[src/rtl/alu_arbiter_if.sv]
// Requester-side bus of alu_arbiter: two request/operand sets toward the
// arbiter, grant/completion/result back to the requesters.
interface alu_arbiter_if;
    logic [1:0] req_i;
    logic [3:0] op0_i;
    logic [3:0] op1_i;
    logic [3:0] a0_i;
    logic [3:0] a1_i;
    logic [3:0] b0_i;
    logic [3:0] b1_i;
    logic [1:0] sign_i;
    logic [1:0] gnt_o;
    logic [1:0] done_o;
    logic       err_o;
    logic [7:0] result_o;

    modport master (
        output req_i, op0_i, op1_i, a0_i, a1_i, b0_i, b1_i, sign_i,
        input  gnt_o, done_o, err_o, result_o
    );

    modport slave (
        input  req_i, op0_i, op1_i, a0_i, a1_i, b0_i, b1_i, sign_i,
        output gnt_o, done_o, err_o, result_o
    );
endinterface

[src/rtl/alu_arbiter.sv]
// alu_arbiter: round-robin arbiter sharing one multi-cycle ALU between the
// Controller (requester 0) and an auxiliary sequencer (requester 1).
module alu_arbiter #(
    parameter int unsigned TIMEOUT = 255
) (
    input  logic         clk,
    input  logic         rst,
    alu_arbiter_if.slave bus,
    output logic [3:0]   alu_op_o,
    output logic [3:0]   alu_a_o,
    output logic [3:0]   alu_b_o,
    output logic         alu_sign_o,
    input  logic         alu_busy_i,
    input  logic [7:0]   alu_i
);
    localparam logic [2:0] IDLE   = 3'd0;
    localparam logic [2:0] ISSUE  = 3'd1;
    localparam logic [2:0] SETTLE = 3'd2;
    localparam logic [2:0] WAIT   = 3'd3;
    localparam logic [2:0] DONE   = 3'd4;

    localparam logic [7:0] TIMEOUT_CNT = 8'(TIMEOUT);

    logic [2:0] state;
    logic       winner;
    logic       last;
    logic       pick;
    logic [3:0] op_lat;
    logic [3:0] pick_op;
    logic [3:0] pick_a;
    logic [3:0] pick_b;
    logic       pick_sign;
    logic [7:0] wait_cnt;
    logic [1:0] gnt;
    logic [1:0] done;
    logic       err;
    logic [7:0] result;
    logic [3:0] alu_op;
    logic [3:0] alu_a;
    logic [3:0] alu_b;
    logic       alu_sign;
    logic [1:0] winner_onehot;

    // A tie goes to whichever requester was not served most recently.
    always_comb begin
        pick = 1'b0;
        case (bus.req_i)
            2'b01:   pick = 1'b0;
            2'b10:   pick = 1'b1;
            default: pick = ~last;
        endcase
    end

    assign pick_op       = pick ? bus.op1_i : bus.op0_i;
    assign pick_a        = pick ? bus.a1_i : bus.a0_i;
    assign pick_b        = pick ? bus.b1_i : bus.b0_i;
    assign pick_sign     = pick ? bus.sign_i[1] : bus.sign_i[0];
    assign winner_onehot = {winner, ~winner};

    always_ff @(posedge clk or negedge rst) begin
        if (!rst) begin
            state    <= IDLE;
            winner   <= 1'b0;
            last     <= 1'b1;
            op_lat   <= 4'd0;
            wait_cnt <= 8'd0;
            gnt      <= 2'b00;
            done     <= 2'b00;
            err      <= 1'b0;
            result   <= 8'd0;
            alu_op   <= 4'd0;
            alu_a    <= 4'd0;
            alu_b    <= 4'd0;
            alu_sign <= 1'b0;
        end else begin
            done <= 2'b00;
            case (state)
                IDLE: begin
                    if (|bus.req_i) begin
                        winner   <= pick;
                        gnt      <= {pick, ~pick};
                        op_lat   <= pick_op;
                        alu_a    <= pick_a;
                        alu_b    <= pick_b;
                        alu_sign <= pick_sign;
                        state    <= ISSUE;
                    end
                end
                ISSUE: begin
                    alu_op <= op_lat;
                    state  <= SETTLE;
                end
                // The ALU's busy flag lags the opcode by a cycle, so it is not trusted yet.
                SETTLE: begin
                    wait_cnt <= 8'd0;
                    state    <= WAIT;
                end
                WAIT: begin
                    if (!alu_busy_i) begin
                        result <= alu_i;
                        err    <= 1'b0;
                        alu_op <= 4'd0;
                        done   <= winner_onehot;
                        state  <= DONE;
                    end else if (wait_cnt == TIMEOUT_CNT) begin
                        result <= 8'd0;
                        err    <= 1'b1;
                        alu_op <= 4'd0;
                        done   <= winner_onehot;
                        state  <= DONE;
                    end else begin
                        wait_cnt <= wait_cnt + 8'd1;
                    end
                end
                DONE: begin
                    last  <= winner;
                    gnt   <= 2'b00;
                    state <= IDLE;
                end
                default: state <= IDLE;
            endcase
        end
    end

    assign bus.gnt_o    = gnt;
    assign bus.done_o   = done;
    assign bus.err_o    = err;
    assign bus.result_o = result;
    assign alu_op_o     = alu_op;
    assign alu_a_o      = alu_a;
    assign alu_b_o      = alu_b;
    assign alu_sign_o   = alu_sign;

    gnt_onehot: assert property (@(posedge clk) disable iff (!rst) $onehot0(gnt));
    done_onehot: assert property (@(posedge clk) disable iff (!rst) $onehot0(done));
    done_within_gnt: assert property (@(posedge clk) disable iff (!rst) (done & ~gnt) == 2'b00);
    done_no_op: assert property (@(posedge clk) disable iff (!rst) (done != 2'b00) |-> (alu_op == 4'd0));
endmodule

[src/flat_wrapper.sv]
// flat-port wrapper written by rule: the top's interface ports become plain ports
module alu_arbiter_flat 
#(
    parameter int unsigned TIMEOUT = 255
)
  (clk, rst, alu_op_o, alu_a_o, alu_b_o, alu_sign_o, alu_busy_i, alu_i, bus_req_i, bus_op0_i, bus_op1_i, bus_a0_i, bus_a1_i, bus_b0_i, bus_b1_i, bus_sign_i, bus_gnt_o, bus_done_o, bus_err_o, bus_result_o);
  alu_arbiter_if bus_i ();
  input  logic clk;
  input  logic rst;
  output logic [3:0] alu_op_o;
  output logic [3:0] alu_a_o;
  output logic [3:0] alu_b_o;
  output logic alu_sign_o;
  input  logic alu_busy_i;
  input  logic [7:0] alu_i;
  input wire logic [$bits(bus_i.req_i)-1:0] bus_req_i;
  input wire logic [$bits(bus_i.op0_i)-1:0] bus_op0_i;
  input wire logic [$bits(bus_i.op1_i)-1:0] bus_op1_i;
  input wire logic [$bits(bus_i.a0_i)-1:0] bus_a0_i;
  input wire logic [$bits(bus_i.a1_i)-1:0] bus_a1_i;
  input wire logic [$bits(bus_i.b0_i)-1:0] bus_b0_i;
  input wire logic [$bits(bus_i.b1_i)-1:0] bus_b1_i;
  input wire logic [$bits(bus_i.sign_i)-1:0] bus_sign_i;
  output wire logic [$bits(bus_i.gnt_o)-1:0] bus_gnt_o;
  output wire logic [$bits(bus_i.done_o)-1:0] bus_done_o;
  output wire logic [$bits(bus_i.err_o)-1:0] bus_err_o;
  output wire logic [$bits(bus_i.result_o)-1:0] bus_result_o;
  assign bus_i.req_i = bus_req_i;
  assign bus_i.op0_i = bus_op0_i;
  assign bus_i.op1_i = bus_op1_i;
  assign bus_i.a0_i = bus_a0_i;
  assign bus_i.a1_i = bus_a1_i;
  assign bus_i.b0_i = bus_b0_i;
  assign bus_i.b1_i = bus_b1_i;
  assign bus_i.sign_i = bus_sign_i;
  assign bus_gnt_o = bus_i.gnt_o;
  assign bus_done_o = bus_i.done_o;
  assign bus_err_o = bus_i.err_o;
  assign bus_result_o = bus_i.result_o;
  alu_arbiter #(.TIMEOUT(TIMEOUT)) u_core (.clk(clk), .rst(rst), .bus(bus_i), .alu_op_o(alu_op_o), .alu_a_o(alu_a_o), .alu_b_o(alu_b_o), .alu_sign_o(alu_sign_o), .alu_busy_i(alu_busy_i), .alu_i(alu_i));
endmodule
[config.mk]
export PLATFORM = sky130hd
export DESIGN_NAME = alu_arbiter_flat
export DESIGN_NICKNAME = d
export VERILOG_FILES = /design/src/rtl/alu_arbiter_if.sv /design/src/rtl/alu_arbiter.sv /design/src/flat_wrapper.sv
export SDC_FILE = /design/constraint.sdc
export NUM_CORES = 1
export LEC_CHECK = 0
export CORE_MARGIN = 3
export CORE_UTILIZATION = 50
export CTS_BUF_LIST = sky130_fd_sc_hd__clkbuf_16
export CTS_CLUSTER_DIAMETER = 80
export CTS_CLUSTER_SIZE = 12
export DETAILED_ROUTE_END_ITERATION = 6
export GPL_TIMING_DRIVEN = 1
export PLACE_DENSITY = 0.85
export SYNTH_ARGS = -nofsm -noshare
export SYNTH_HDL_FRONTEND = slang
export SYNTH_SLANG_ARGS = --single-unit
export TNS_END_PERCENT = 100
[constraint.sdc]
create_clock -name clk -period 4 [get_ports clk]
set_clock_uncertainty 0.2 [all_clocks]
set_input_delay 0.8 -clock clk [delete_from_list [all_inputs] [get_ports clk]]
set_output_delay 0.8 -clock clk [all_outputs]
set_load 0.02 [all_outputs]
### Word level (Yosys, flattened, before mapping)

Index checks and enable logic that the tools add are counted.

* logic and storage cells: 64
* register bits after elaboration: 43
* input bits: 39

* eq/ne operators: 12
* reductions and logical operators: 11
* add/subtract/negate cells: 1
* multiplexer cells: 24
* bitwise operators: 3

Operators with widths (count)
* $mux 8: 4
* $mux 4: 5
* $pmux 8 s2: 1
* $pmux 3 s4: 1
* $reduce_and 2->1: 5
* $mux 3: 3
* $add 8x1->8 const B: 1
* $eq 8x8->1 const B: 1
* $mux 2: 4
* $pmux 4 s2: 1
* $eq 3x2->1 const B: 2
* $reduce_bool 2->1: 3
* $ne 2x1->1 const B: 2
* $ne 2x2->1 const B: 2
* $pmux 2 s2: 1
* $eq 3x1->1 const B: 1
* $eq 3x3->1 const B: 1
* $logic_not 3->1: 1
* $mux 1: 3
* $ne 3x2->1 const B: 1
* $not 1->1: 3
* $reduce_and 3->1: 1
* $eq 2x1->1 const B: 1
* $eq 2x2->1 const B: 1
* other kinds (2): 2

### Depth between registers and ports, before layout

Gate-level depths: netlist of run 1.

* word-level depth: 5
* mapped depth: 6

### Worst setup path after synthesis of run 1

OpenSTA, ideal clock, no wires.

* path kind: input port to flip-flop
* start point: input bus_req_i[0]
* end point: register u_core.alu_a[3], in the netlist u_core.alu_a_o[3]
* arrival time: 2041 ps
* required time: 3678 ps
* path slack: 1636 ps
* stages on the path: 6
* path buffers: 1
* library setup time: 122 ps
* cell sequence: inv_1 ha_1 mux2i_4 buf_4 mux2i_1 a21oi_2

* cells in the longest elaborated chain, start to end: 3
* elaborated cells between the ends (all ways): 6

RTL lines
* start: declaration: RTL line flat_wrapper.sv:16 `input wire logic [$bits(bus_i.req_i)-1:0] bus_req_i;`
* $eq 2x2->1 / $eq 2x1->1 (equally long branches): RTL line alu_arbiter.sv:47 `case (bus.req_i)`
* $pmux 1 s2: RTL line alu_arbiter.sv:47
* $mux 4: RTL line alu_arbiter.sv:55 `assign pick_a = pick ? bus.a1_i : bus.a0_i;`
* end signal: assignment: RTL line alu_arbiter.sv:83 `alu_a <= pick_a;`
* end: declaration: RTL line alu_arbiter.sv:39 `logic [3:0] alu_a;`

Several ways; a longest one is shown, not always the timed one.
A chain may end at the register's enable or synchronous reset.

### Worst setup path after layout of run 1

* start point: input bus_req_i[0]
* end point: register u_core.op_lat[2]

* cells in the longest elaborated chain, start to end: 3
* elaborated cells between the ends (all ways): 6

RTL lines
* $eq 2x2->1 / $eq 2x1->1 (equally long branches): RTL line alu_arbiter.sv:47
* $pmux 1 s2: RTL line alu_arbiter.sv:47
* $mux 4: RTL line alu_arbiter.sv:54 `assign pick_op = pick ? bus.op1_i : bus.op0_i;`
* end signal: assignment: RTL line alu_arbiter.sv:82 `op_lat <= pick_op;`
* end: declaration: RTL line alu_arbiter.sv:28 `logic [3:0] op_lat;`

Several ways; a longest one is shown, not always the timed one.

==> metrics.md, run 1 <==
| Metric | Value |
|---|---|
| Syn Area/Cell | `10.87 um^2` |
| Max-slew violation count | `0` |
| Post-Syn Nets | `233` |
| Seq cells post-synth | `43` |
| Number of nets in the layout | `295` |
| Die Wd | `70.43 um` |
| Postcts setup bufs | `0` |
| Cells after Synth | `191` |
| Vias per cell | `5.573` |
| Root Driver | `clkbuf_16` |
| Iter 0 DRT Violations | `105` |
| F_max | `0.3679 GHz` |
| Cell row count | `22` |
| Cts repair resizes | `0` |
| Primary FF master, synth | `dfrtp_1` |
| # placed instances | `294` |
| First-pass GRT wire length | `7879 um` |
| Initial antenna violation count | `0` |
| Min cycle time layout | `2718 ps` |
| Top cells by count, synth | `42 x dfrtp_1, 25 x nor2_1, 14 x a21oi_1, 14 x mux2i_1, 12 x a22o_1` |
| Top cell type's share of synthesized area | `50.63%` |
| Antenna Nets Post-Route | `0` |
| CP Cell Sequence | `clkdlybuf4s50_1, inv_1, ha_1, mux2i_4, mux2i_1, a21oi_2` |
| Unrepaired setup endpoints after global routing | `no` |
| Die area | `4960 um^2` |
| Hold Buf Count CTS | `0` |
| Register area share after synthesis | `51.90%` |
| Worst-path maximum fanout | `16` |
| Peak supply drop | `0.4585 mV` |
| Routed WL | `4737 um` |
| Wire per inst | `15.69 um` |
| Clock Sinks | `43` |
| Post-synth EDFFs | `0` |
| Crit path buf inv count | `2` |
| CP startpoint kind | `primary input` |
| H-tree Lvls | `2` |
| Largest net degree at the start of global routing | `44` |
| Max cap viols | `0` |
| Synth area leader | `dfrtp_1` |
| Top-count cell post-synth | `dfrtp_1` |
| Gr ovfl total | `0` |
| Post-layout util | `74.85%` |
| Buffer depth of the longest clock path | `2` |
| Initial DRT Pass Iterations | `4` |
| Clk slew on worst S/H paths | `60 ps` |
| Number of global-route vias before repair | `1681` |
| Post-DP HPWL | `3318 um` |
| Gr usage total | `20.13%` |
| Static leakage | `1.235 nW` |
| Critical Path RT | `3970 ps` |
| DRC viols | `0` |
| Worst-Skew Late Latency | `280 ps` |
| IO buf count | `64` |
| Layout Cells excl Fill | `302` |
| Top cells by area, synth | `dfrtp_1 51%, mux2i_1 6.8%, a22o_1 5.1%` |
| Final setup TNS | `0 ps` |
| Share of cells above drive strength 1 | `9.843%` |
| Initial Util | `54.25%` |
| Setup violations, final | `0` |
| Power Dens Cells | `741.3 nW/um^2` |
| Hold Path Class | `flip-flop to flip-flop` |
| Die H | `70.43 um` |
| Vias | `1683` |
| Total core area | `3826 um^2` |
| Synth unique cells | `40` |
| TritonCTS clock tree | `done` |
| CP delay by family, top | `multiplexers` |
| Final Hold Viols | `0` |
| Worst path max stage delay | `630 ps` |
| # diodes | `0` |
| Status | `complete, no violations` |
| Synth-to-layout area growth | `37.97%` |
| # fillers | `265` |
| Cts bufs inserted | `5` |
| CP arrival | `2680 ps` |
| Slew @ Worst Pin | `957.1 ps` |
| Fin crit share | `67.95%` |
| Cell Area, Synth | `2076 um^2` |
| CP Class | `primary input to flip-flop` |
| Worst rel slew slack | `36.19%` |
| Crit-path slowest cell | `mux2i_4` |
| GPL Wtd Cong | `0.8397` |
| Share of flip-flops with an asynchronous set or reset | `100.0%` |
| Synth Warn # | `0` |
| IO Pins | `65` |
| Crit. End Element | `flip-flop` |
| R2R setup slack | `1870 ps` |
routing by layer:
metal  vias up  wire (um)  GRT usage (%)
li1        812          -              -
met3        11        241          4.748
met1       798       1902          24.61
met2        62       2486          33.99
met4         0        106          8.085
met5         -          0              0
where the power goes:
group / leakage, nW / internal [W] / total (W) / switching (W)
clock: 0.0812 / 0.000291 / 0.000452 / 0.000161
sequential: 0.525 / 0.000612 / 0.000768 / 0.000156
combinational: 0.628 / 0.000437 / 0.000903 / 0.000466
total: 1.23 / 0.00134 / 0.00212 / 0.000783
worst reg2reg max path: stages, from the launching register on:
cell and delay [ps]:
dfrtp_1 620, nor4_4 700, buf_4 350, nor2_1 70, a21oi_1 120
layout by cell type (no fill, tap or decap), types with 2 or more instances in the layout:
cell type	instances
clkdlybuf4s50_1	63
dfrtp_1	42
nor2_1	25
a21oi_1	14
mux2i_1	14
a22o_1	12
nand2_1	9
nand3_1	8
inv_1	7
a21oi_2	7
o21ai_0	6
clkbuf_16	5
a31oi_1	3
o21ai_1	3
o31ai_1	3
ha_1	3
nand2b_1	2
nand4_1	2
nor3_1	2
final timing paths:
path | start | end | depth (start not counted)
worst max-delay path | bus_req_i[0] | u_core.op_lat[2]$_DFFE_PN0P_ | 6
worst min-delay path | u_core.winner$_DFFE_PN0P_ | u_core.bus.done_o[0]$_DFF_PN0_ | 1
worst max register to register | u_core.state[0]$_DFFE_PN0P_ | u_core.alu_b_o[3]$_DFFE_PN0P_ | 4
worst min register to register | u_core.winner$_DFFE_PN0P_ | u_core.bus.done_o[0]$_DFF_PN0_ | 1
max in group asynchronous | rst | u_core.op_lat[2]$_DFFE_PN0P_ | 1
min in group asynchronous | rst | u_core.bus.result_o[3]$_DFFE_PN0P_ | 1
area by class of cell:
class,instances,area (um^2),area share [%]
clock buffers,5,125.1,4.369
clock inverters,3,38.79,1.354
inverters,8,30.03,1.048
multi-input cells,130,889.6,31.06
flip-flops and latches,43,1077,37.61
well taps,48,60.06,2.097
repair buffers,65,643.1,22.46
flip-flops by register name, summed over array words and instances, names as in the netlist:
signal / cells
u_core.alu_sign_o: 1
u_core.bus.err_o: 1
u_core.wait_cnt: 8
u_core.alu_a_o: 4
u_core.alu_op_o: 4
u_core.op_lat: 4
u_core.alu_b_o: 4
u_core.bus.done_o: 2
u_core.winner: 1
u_core.last: 1
u_core.bus.gnt_o: 2
u_core.state: 3
u_core.bus.result_o: 8
metrics by stage:
step	cell area [um^2]	power (W)	hold WS [ps]	setup slack (ps)
finish	2864	0.002123	225.5	1282
detailed placement	2700	0.001675	218.9	977.5
floorplan	2076	0.001345	202.0	1636
global route	2864	0.002257	263.8	1152
CTS	2864	0.002139	232.4	1264
global placement	2700	0.001653	219.6	1005
cell families after synthesis:
kind of cell,share of synthesized area [%]
DFF,51.90
muxes,7.836
buffers and inverters,5.243
adders and majority gates,1.809
AOI/OAI and AO/OA,19.23
and+or+nand+nor,13.98
(Power assumes the default switching activity.)
==> run 2: changes to the inputs <==
--- a/config.mk
+++ b/config.mk
@@ -6,13 +6,13 @@
 export NUM_CORES = 1
 export LEC_CHECK = 0
 export CORE_MARGIN = 3
-export CORE_UTILIZATION = 50
+export CORE_UTILIZATION = 46
 export CTS_BUF_LIST = sky130_fd_sc_hd__clkbuf_16
 export CTS_CLUSTER_DIAMETER = 80
 export CTS_CLUSTER_SIZE = 12
 export DETAILED_ROUTE_END_ITERATION = 6
 export GPL_TIMING_DRIVEN = 1
-export PLACE_DENSITY = 0.85
+export PLACE_DENSITY = 0.79
 export SYNTH_ARGS = -nofsm -noshare
 export SYNTH_HDL_FRONTEND = slang
 export SYNTH_SLANG_ARGS = --single-unit
==> constraint.sdc (replaced) <==
create_clock -name clk -period 2.8 [get_ports clk]
set_clock_uncertainty 0.2 [all_clocks]
set_input_delay 0.56 -clock clk [delete_from_list [all_inputs] [get_ports clk]]
set_output_delay 0.56 -clock clk [all_outputs]
set_load 0.02 [all_outputs]
==> metrics.md, run 2 (synthesized netlist as in run 1, its figures left out) <==
| Metric | Value |
|---|---|
| Status | `complete, no violations (unchanged)` |
| Initial DRT Pass Iterations | `4 (unchanged)` |
| Crit. End Element | `flip-flop (unchanged)` |
| Iter 0 DRT Violations | `122 (was 105)` |
| Max cap viols | `0 (unchanged)` |
| IO Pins | `65 (unchanged)` |
| Cell row count | `23 (was 22)` |
| # fillers | `323 (was 265)` |
| H-tree Lvls | `2 (unchanged)` |
| Final non-filler cell area | `2885 um^2 (was 2864 um^2)` |
| Synth-to-layout area growth | `39.00% (was 37.97%)` |
| Crit-path slowest cell | `clkdlybuf4s50_1 (was mux2i_4)` |
| Placed inst area | `2740 um^2 (was 2700 um^2)` |
| Setup violations, final | `0 (unchanged)` |
| Largest net degree at the start of global routing | `44 (unchanged)` |
| CP arrival | `2210 ps (was 2680 ps)` |
| Hold Buf Count CTS | `0 (unchanged)` |
| CP delay by family, top | `buffers and inverters (was multiplexers)` |
| Cts bufs inserted | `5 (unchanged)` |
| Total core area | `4173 um^2 (was 3826 um^2)` |
| Worst-path maximum fanout | `9 (was 16)` |
| Worst path max stage delay | `480 ps (was 630 ps)` |
| Commonest cells after routing, fill and taps aside | `63 x clkdlybuf4s50_1, 42 x dfrtp_1, 25 x nor2_1 (unchanged)` |
| Cts repair resizes | `0 (unchanged)` |
| Die Wd | `73.18 um (was 70.43 um)` |
| Postcts setup bufs | `0 (unchanged)` |
| Slew @ Worst Pin | `623.5 ps (was 957.1 ps)` |
| Tot Pwr | `0.002994 W (was 0.002123 W)` |
| IO buf count | `64 (unchanged)` |
| Worst hold slack | `141.4 ps (was 225.5 ps)` |
| Clock Sinks | `43 (unchanged)` |
| Initial antenna violation count | `0 (unchanged)` |
| Initial Util | `49.75% (was 54.25%)` |
| Min cycle time layout | `2249 ps` |
| First-pass GRT wire length | `7941 um (was 7879 um)` |
| Post-DP HPWL | `3510 um (was 3318 um)` |
| CP Class | `primary input to flip-flop (unchanged)` |
| Worst-Skew Late Latency | `280 ps (about the same)` |
| F_max | `0.4447 GHz` |
| Die area | `5355 um^2 (was 4960 um^2)` |
| Unrepaired setup endpoints after global routing | `no (unchanged)` |
| Vias per cell | `5.524 (was 5.573)` |
| Most common cell after layout, fill and taps aside | `clkdlybuf4s50_1 (unchanged)` |
| Post-layout util | `69.15% (was 74.85%)` |
| Root Driver | `clkbuf_16 (unchanged)` |
| Number of nets in the layout | `300 (was 295)` |
| Die H | `73.18 um (was 70.43 um)` |
| DRC viols | `0 (unchanged)` |
| Gr usage total | `19.28% (was 20.13%)` |
| # diodes | `0 (unchanged)` |
| Fin crit share | `80.31%` |
| GPL Wtd Cong | `0.8046 (was 0.8397)` |
| Gr ovfl total | `0 (unchanged)` |
| Antenna Nets Post-Route | `0 (unchanged)` |
| Routed WL | `4752 um (was 4737 um)` |
| Final setup TNS | `0 ps (unchanged)` |
| Number of global-route vias before repair | `1739 (was 1681)` |
| Wire per inst | `15.38 um (was 15.69 um)` |
| Crit path buf inv count | `3 (was 2)` |
| Critical Path RT | `2770 ps (was 3970 ps)` |
| Worst rel slew slack | `58.44% (was 36.19%)` |
| CP startpoint kind | `primary input (unchanged)` |
| Share of cells above drive strength 1 | `11.97% (was 9.843%)` |
| Buffer depth of the longest clock path | `2 (unchanged)` |
| Vias | `1707 (was 1683)` |
| Peak supply drop | `0.6395 mV (was 0.4585 mV)` |
| Max-slew violation count | `0 (unchanged)` |
| Clk slew on worst S/H paths | `60 ps (about the same)` |
| Power Dens Cells | `1038 nW/um^2 (was 741.3 nW/um^2)` |
| CP Cell Sequence | `clkdlybuf4s50_1, inv_1, ha_1, mux2i_4, buf_4, mux2i_1, a21oi_2 (was clkdlybuf4s50_1, inv_1, ha_1, mux2i_4, mux2i_1, a21oi_2)` |
| Static leakage | `1.244 nW (was 1.235 nW)` |
| Hold Path Class | `primary input to asynchronous set/reset pin (was flip-flop to flip-flop)` |
| Final Hold Viols | `0 (unchanged)` |
| TritonCTS clock tree | `done (unchanged)` |
## run 2: worst paths after layout
| path | end | slack, ps | start | depth (start not counted) |
|---|---|---|---|---|
| min in group clk | u_core.bus.done_o[0]$_DFF_PN0_ | 220 | u_core.winner$_DFFE_PN0P_ | 1 |
| hold reg to reg | u_core.bus.done_o[0]$_DFF_PN0_ | 220 | u_core.winner$_DFFE_PN0P_ | 1 |
| hold / removal | u_core.alu_op_o[3]$_DFFE_PN0P_ | 140 | rst | 2 |
| setup / recovery | u_core.op_lat[0]$_DFFE_PN0P_ | 550 | bus_req_i[1] | 7 |
| max in group asynchronous | u_core.last$_DFFE_PN1P_ | 1880 | rst | 2 |
| setup reg to reg | u_core.bus.result_o[6]$_DFFE_PN0P_ | 880 | u_core.state[0]$_DFFE_PN0P_ | 4 |
## run 2: final cells by class
cell class / count / area (um^2) / share of cell area (%)
Sequential cell: 43 / 1077 / 37.34
Multi-Input combinational cell: 130 / 889.6 / 30.83
Clock buffer: 5 / 125.1 / 4.337
Timing Repair Buffer: 70 / 680.7 / 23.59
Tap cell: 50 / 62.56 / 2.168
Inverter: 8 / 30.03 / 1.041
Clock inverter: 3 / 20.02 / 0.6938
## run 2: through the flow
stage / setup WS, ps / std cells
6_report: 551.2 / 309
5_1_grt: 441.9 / 309
4_1_cts: 534.7 / 309
3_5_place_dp: 236.1 / 301
3_3_place_gp: 320.5 / 301
2_1_floorplan: 676.5 / 191
## run 2: report_power, final
group / switching, W / internal, W / leakage (nW)
clock network: 0.000235 / 0.000328 / 0.0658
registers: 0.000223 / 0.000874 / 0.525
logic: 0.000681 / 0.000653 / 0.653
## run 2: layer usage
| layer | routed length, um | track usage, % | vias up |
|---|---|---|---|
| li1 | - | - | 818 |
| met1 | 1933 | 23.21 | 830 |
| met2 | 2471 | 32.47 | 44 |
| met3 | 178 | 3.857 | 15 |
| met4 | 169 | 9.836 | 0 |
| met5 | 0 | 0 | - |
